===== config.mk =====
export PLATFORM = sky130hd
export DESIGN_NAME = usb_burst_serializer
export DESIGN_NICKNAME = d
export VERILOG_FILES = /design/src/rtl/usb_tx_pkg.sv /design/src/rtl/usb_bit_timer.sv /design/src/rtl/usb_burst_serializer.sv
export SDC_FILE = /design/constraint.sdc
export NUM_CORES = 1
export LEC_CHECK = 0
export CORE_UTILIZATION = 30
export CTS_CLUSTER_SIZE = 30
export DETAILED_ROUTE_END_ITERATION = 8
export SLEW_MARGIN = 40
export SYNTH_ARGS = -nofsm -noshare
export SYNTH_HDL_FRONTEND = slang
export SYNTH_SLANG_ARGS = --single-unit

===== constraint.sdc =====
create_clock -name clk -period 5 [get_ports clk]
set_input_delay 1.5 -clock clk [delete_from_list [all_inputs] [get_ports clk]]
set_output_delay 1.5 -clock clk [all_outputs]
set_load 0.02 [all_outputs]

===== src/rtl/usb_tx_pkg.sv =====
// Shared types and constants for the USB transmit serializer.
// Line states are encoded as {d_plus, d_minus}.
package usb_tx_pkg;

  localparam int DEF_DATA_W       = 8;
  localparam int DEF_CLKS_PER_BIT = 8;
  localparam int DEF_STUFF_LEN    = 6;
  localparam int DEF_BURST_LEN    = 64;
  localparam int DEF_EOP_SE0_BITS = 2;

  typedef enum logic [2:0] {
    IDLE,
    SHIFT,
    STUFF,
    EOP_SE0,
    EOP_J
  } state_t;

  localparam logic [1:0] LINE_J   = 2'b10;
  localparam logic [1:0] LINE_K   = 2'b01;
  localparam logic [1:0] LINE_SE0 = 2'b00;

  function automatic logic [1:0] nrzi_line(input logic level_j);
    return level_j ? LINE_J : LINE_K;
  endfunction

endpackage


===== src/rtl/usb_bit_timer.sv =====
// Bit-time counter: runs 0..CLKS_PER_BIT-1 while enabled and pulses tick
// on the last clock of each bit time.
module usb_bit_timer #(
  parameter int CLKS_PER_BIT = 8
) (
  input  logic clk,
  input  logic rst,
  input  logic clr,
  input  logic en,
  output logic tick
);

  localparam int CNT_W = (CLKS_PER_BIT > 1) ? $clog2(CLKS_PER_BIT) : 1;
  localparam logic [CNT_W-1:0] CNT_LAST = CNT_W'(CLKS_PER_BIT - 1);

  logic [CNT_W-1:0] cnt;

  assign tick = en && (cnt == CNT_LAST);

  always_ff @(posedge clk) begin
    if (rst || clr) begin
      cnt <= '0;
    end else if (en) begin
      cnt <= tick ? '0 : cnt + 1'b1;
    end
  end

endmodule


===== src/rtl/usb_burst_serializer.sv =====
// USB transmit datapath: one-entry holding buffer, LSB-first shifter,
// bit stuffing, NRZI line coding, EOP generation and burst byte counting.
//
// state   | meaning
// IDLE    | line at J, waiting for a held byte
// SHIFT   | driving data bits through NRZI
// STUFF   | driving an inserted 0 after STUFF_LEN ones
// EOP_SE0 | SE0 for EOP_SE0_BITS bit times
// EOP_J   | one bit time of J closing the packet
module usb_burst_serializer
  import usb_tx_pkg::*;
#(
  parameter int DATA_W       = DEF_DATA_W,
  parameter int CLKS_PER_BIT = DEF_CLKS_PER_BIT,
  parameter int STUFF_LEN    = DEF_STUFF_LEN,
  parameter int BURST_LEN    = DEF_BURST_LEN,
  parameter int EOP_SE0_BITS = DEF_EOP_SE0_BITS
) (
  input  logic                         clk,
  input  logic                         rst,
  input  logic [DATA_W-1:0]            tx_data,
  input  logic                         tx_valid,
  input  logic                         tx_last,
  output logic                         tx_ready,
  output logic                         d_plus,
  output logic                         d_minus,
  output logic                         busy,
  output logic [$clog2(BURST_LEN)-1:0] byte_count,
  output logic                         burst_done,
  output logic                         underrun
);

  localparam int BC_W   = $clog2(BURST_LEN);
  localparam int IDX_W  = $clog2(DATA_W);
  localparam int ONES_W = $clog2(STUFF_LEN + 1);
  localparam int EOP_W  = $clog2(EOP_SE0_BITS + 1);

  localparam logic [BC_W-1:0]   BC_LAST   = BC_W'(BURST_LEN - 1);
  localparam logic [IDX_W-1:0]  IDX_LAST  = IDX_W'(DATA_W - 1);
  localparam logic [ONES_W-1:0] ONES_TRIG = ONES_W'(STUFF_LEN - 1);
  localparam logic [EOP_W-1:0]  EOP_LAST  = EOP_W'(EOP_SE0_BITS - 1);

  state_t              state, state_nxt;
  logic                tick;
  logic                hold_full, hold_last, last_reg, byte_end;
  logic [DATA_W-1:0]   hold_data, shreg;
  logic [IDX_W-1:0]    bit_idx;
  logic [ONES_W-1:0]   ones;
  logic [EOP_W-1:0]    eop_cnt;
  logic                level_j, level_nxt;
  logic [1:0]          line_nxt;
  logic                cur_bit, stuff_hit, last_bit, eop_last;
  logic                decide_now, load_now, byte_done, handshake;

  usb_bit_timer #(.CLKS_PER_BIT(CLKS_PER_BIT)) u_bit_timer (
    .clk  (clk),
    .rst  (rst),
    .clr  (state == IDLE),
    .en   (busy),
    .tick (tick)
  );

  assign cur_bit   = shreg[0];
  assign stuff_hit = cur_bit && (ones == ONES_TRIG);
  assign last_bit  = (bit_idx == IDX_LAST);
  assign eop_last  = (eop_cnt == EOP_LAST);
  assign byte_done = (state == SHIFT) && tick && last_bit;
  assign handshake = tx_valid && tx_ready;

  always_ff @(posedge clk) begin
    if (rst) state <= IDLE;
    else     state <= state_nxt;
  end

  // A finished byte (or the stuff bit that trails it) reloads when a byte
  // is held and the packet is not over; otherwise the packet ends.
  always_comb begin
    state_nxt = state;
    case (state)
      IDLE:    if (hold_full) state_nxt = SHIFT;
      SHIFT:   if (tick) begin
                 if (stuff_hit)     state_nxt = STUFF;
                 else if (last_bit) state_nxt = (!last_reg && hold_full) ? SHIFT : EOP_SE0;
               end
      STUFF:   if (tick) begin
                 if (!byte_end) state_nxt = SHIFT;
                 else           state_nxt = (!last_reg && hold_full) ? SHIFT : EOP_SE0;
               end
      EOP_SE0: if (tick && eop_last) state_nxt = EOP_J;
      EOP_J:   if (tick) state_nxt = IDLE;
      default: state_nxt = IDLE;
    endcase
  end

  always_comb begin
    busy       = (state != IDLE);
    decide_now = tick && (((state == SHIFT) && !stuff_hit && last_bit) ||
                          ((state == STUFF) && byte_end));
    load_now   = hold_full && ((state == IDLE) || (decide_now && !last_reg));
    tx_ready   = !hold_full || load_now;
    level_nxt  = level_j;
    line_nxt   = {d_plus, d_minus};
    if (load_now) begin
      level_nxt = hold_data[0] ? level_j : !level_j;
      line_nxt  = nrzi_line(level_nxt);
    end else if (decide_now) begin
      line_nxt = LINE_SE0;
    end else if (tick) begin
      case (state)
        SHIFT: begin
          level_nxt = (stuff_hit || !shreg[1]) ? !level_j : level_j;
          line_nxt  = nrzi_line(level_nxt);
        end
        STUFF: begin
          level_nxt = cur_bit ? level_j : !level_j;
          line_nxt  = nrzi_line(level_nxt);
        end
        EOP_SE0: if (eop_last) line_nxt = LINE_J;
        EOP_J: begin
          level_nxt = 1'b1;
          line_nxt  = LINE_J;
        end
        default: ;
      endcase
    end
  end

  always_ff @(posedge clk) begin
    if (rst) begin
      hold_full  <= 1'b0;
      hold_data  <= '0;
      hold_last  <= 1'b0;
      shreg      <= '0;
      last_reg   <= 1'b0;
      bit_idx    <= '0;
      byte_end   <= 1'b0;
      ones       <= '0;
      eop_cnt    <= '0;
      level_j    <= 1'b1;
      d_plus     <= 1'b1;
      d_minus    <= 1'b0;
      byte_count <= '0;
      burst_done <= 1'b0;
      underrun   <= 1'b0;
    end else begin
      {d_plus, d_minus} <= line_nxt;
      level_j    <= level_nxt;
      burst_done <= byte_done && (byte_count == BC_LAST);
      underrun   <= decide_now && !last_reg && !hold_full;

      if (handshake) begin
        hold_data <= tx_data;
        hold_last <= tx_last;
        hold_full <= 1'b1;
      end else if (load_now) begin
        hold_full <= 1'b0;
      end

      if (byte_done) byte_count <= (byte_count == BC_LAST) ? '0 : byte_count + 1'b1;

      // A stuff bit after the final data bit defers the end-of-byte decision.
      if (load_now) begin
        shreg    <= hold_data;
        last_reg <= hold_last;
        bit_idx  <= '0;
        byte_end <= 1'b0;
      end else if ((state == SHIFT) && tick) begin
        if (last_bit) begin
          byte_end <= stuff_hit;
        end else begin
          shreg   <= shreg >> 1;
          bit_idx <= bit_idx + 1'b1;
        end
      end else if ((state == STUFF) && tick) begin
        byte_end <= 1'b0;
      end

      if ((state == SHIFT) && tick)
        ones <= (cur_bit && !stuff_hit) ? ones + 1'b1 : '0;
      else if (((state == STUFF) || (state == EOP_J)) && tick)
        ones <= '0;

      if ((state == EOP_SE0) && tick) eop_cnt <= eop_last ? '0 : eop_cnt + 1'b1;
    end
  end

endmodule


==> key figures <==
Worst setup path
  • Crit end category: primary output
  • Crit path cell chain: nor3b_4, a31o_4, nand2_1, o211ai_1, clkdlybuf4s50_1
  • CP max-delay cell: dfxtp_1
  • Worst Path Required: approximately 3.5 ns
  • R2R setup slack: 2.62 ns
  • Worst-path fanout max: 17
  • Crit start category: flip-flop
  • Crit path DAT: between 2 and 3 ns
  • Crit path largest cell delay: 0.67 ns
  • WS Path Type: flip-flop to primary output

Power and ir drop
  • Internal cell power: 0.529 mW
  • Sw Pwr: about 0.19 mW
  • Clock power share: 33.2%
  • Comb power frac: between 10% and 20%
  • Pleak: ~0.95 nW
  • Total power: around 0.7 mW
  • Max IR drop VDD: approximately 0.14 mV
  • Sequential share of power: a little over half
  • Switching portion of total power: about a quarter
  • Power density over the cells: approximately 280 nW/um^2

Logic synthesis
  • Sequential share of the synthesized area: 41.4%
  • Synthesized area: approximately 2200 sq um
  • Cell variety after synth: between 40 and 50
  • Syn nets: between 200 and 300
  • Ys async rst share: 0%
  • Post-synth top flop: dfxtp_1
  • Syn Inst Count: 239
  • Synthesized area per cell: ~9.1 sq um
  • Synth warn: 0
  • Post-synth EDFFs: 0
  • FF+latch count, synth: 45

GRT
  • Total congestion overflow: 0
  • First-pass GRT wire length: around 7.4 mm
  • Initial antenna violation count: 0
  • Vias in the first global route: 1568
  • GRT Overall Usage: approximately 12%
  • Largest net degree at the start of global routing: 45

Clocking
  • Worst-path clk slew: about 0.080 ns
  • CTS Hold Buffers Added: 0
  • Clock tree buffer depth: 2
  • Insertion delay to the later sink of the worst-skew pair: approximately 0.30 ns
  • TritonCTS Buffers: 5
  • # Post-CTS Setup Buffers: 0
  • CTS Sinks: 45
  • H-tree levels: 2
  • CTS root buf: clkbuf_8
  • Cts repair resizes: 0
  • CTS tree: yes

Floorplan
  • Die Span Y: 87.2 um
  • Die area: roughly 7600 sq um
  • Core area: around 6900 sq um
  • IO Pins: 24
  • Die X: ~87 um
  • Initial Util: a little under a third
  • Rows: 30

Final layout
  • Layout fillers: 726
  • Post-route cell area: approximately 2600 sq um
  • FF/Latch Area: approximately 900 sq um
  • Layout cells sized above 1: 6.64%
  • Synth-to-Final Area Change: 17.8%
  • Top flop regs: hold_data: 8 flops, shreg: 8 flops, byte_count: 6 flops
  • Area of the multi-input gates: between 1000 and 1500 sq um
  • Layout Nets: roughly 270
  • Antenna diodes: 0

Placement
  • DP Worst Slack: approximately 1.1 ns
  • Hpwl dp: 2.98 mm
  • Port-buffer cells: 23
  • DP Area: 2470 sq um
  • GPL Wtd Cong: around 0.79

STA
  • Period minus WS final: roughly 4.2 ns
  • Final worst path period share: a little over four fifths
  • Final setup fails: 0
  • Final WS setup: between 0.8 and 0.9 ns
  • Hold Vio Cnt, Final: 0
  • Setup TNS: 0 ns
  • Unrepaired setup endpoints after global routing: no
  • WHS: between 0.4 and 0.5 ns
  • Worst-Margin Slew: ~0.6 ns
  • Slew margin rel.: 59.9%
  • Final slew viol count: 0
  • Setup Skew: around 0.006 ns
  • Fmax: 238 MHz

Run status
  • Status: complete, no violations

Route
  • DR iter-0 viols: 107
  • Detail Route Antenna Nets: 0
  • Final wirelength: 4.27 mm
  • First drt pass iteration count: 4
  • Via Count: around 1700
  • WL/cell: about 12 um
  • DRC viols: 0
  • Vias per std cell: between 4 and 5

Run
  • MaxCap Viol Count: 0

Hold path
  • Min-Delay Path Class: flip-flop to flip-flop
## synth_stat cells, drive strengths merged, types with 4 or more instances
master / number / area (sq um)
ha: 7 / 87.6
buf: 7 / 48.8
mux2i: 20 / 200
nand3: 6 / 30.0
inv: 7 / 26.3
nand2b: 4 / 25.0
nor2b: 5 / 31.3
xnor2: 6 / 52.6
clkbuf: 8 / 30.0
nor3b: 6 / 56.3
a211oi: 5 / 37.5
a21oi: 10 / 50.1
dfxtp: 45 / 901
xor2: 4 / 35.0
nand2: 13 / 48.8
nor2: 39 / 146
o21ai: 6 / 30.0
## final cells by class
class,instances,share of cell area [%]
Clock buffer,6,3.22
Clock inverter,2,0.537
Inverter,7,1.03
Multi-Input combinational cell,172,46.1
Sequential cell,45,35.2
Tap cell,96,4.69
Timing Repair Buffer,24,9.28
## layout by cell type, fill, tap and decap left out, types with 6 or more instances in the layout
master / instances
xnor2_1: 6
mux2i_1: 20
ha_1: 7
nor2_1: 38
clkdlybuf4s50_1: 23
a21oi_1: 10
dfxtp_1: 45
nand2_1: 13
clkbuf_8: 6
inv_1: 7
o21ai_0: 6
nand3_1: 6
## power by group through the flow
stage	Clock [mW]	Sequential, mW	Combinational [mW]
2_1_floorplan	0	0.392	0.0666
3_3_place_gp	0	0.397	0.0867
3_5_place_dp	0	0.398	0.0879
4_1_cts	0.245	0.390	0.0883
5_1_grt	0.260	0.393	0.0971
6_report	0.237	0.390	0.0872
## worst paths after layout
path                                   startpoint                         endpoint  depth (start not counted)
setup reg to reg            state[0]$_SDFFE_PP0P_        hold_data[3]$_SDFFE_PP0P_                          5
setup / recovery            state[0]$_SDFFE_PP0P_                         tx_ready                          5
hold reg to reg   u_bit_timer.cnt[0]$_SDFFE_PP0N_  u_bit_timer.cnt[0]$_SDFFE_PP0N_                          1
hold / removal    u_bit_timer.cnt[0]$_SDFFE_PP0N_  u_bit_timer.cnt[0]$_SDFFE_PP0N_                          1
## through the flow
stage / std cells / util [%]
after floorplan: 239 / -
after global placement: 344 / 35.5
after detailed placement: 344 / 35.7
after CTS: 352 / 37.1
after global routing: 352 / 37.1
final: 352 / 37.1
## critical path, delay by kind of cell, from the launching register on
family / cells / cell delay, ns
flops: 1 / 0.67
buf+inv: 1 / 0.65
simple gates: 2 / 0.56
compound gates: 2 / 0.52
## per-layer routing
layer | wire, um | share of wire (%) | vias to the layer above | GRT usage [%]
met2 | 1910 | 45 | 19 | 19.8
met4 | 66 | 1.5 | 0 | 4.92
met3 | 129 | 3.0 | 5 | 2.37
met1 | 2170 | 51 | 811 | 16.5
met5 | 0 | 0 | - | 0
li1 | - | - | 887 | -
## logic make-up after synthesis
logic type                 share of synthesized area [%]
xor gates and xnor gates                            4.03
DFF                                                 41.4
adders and majority gates                           4.03
muxes                                               9.72
buffers and inverters                               4.83
and+or+nand+nor                                     20.6
AOI/OAI and AO/OA                                   15.4
(Power assumes the default switching activity.)
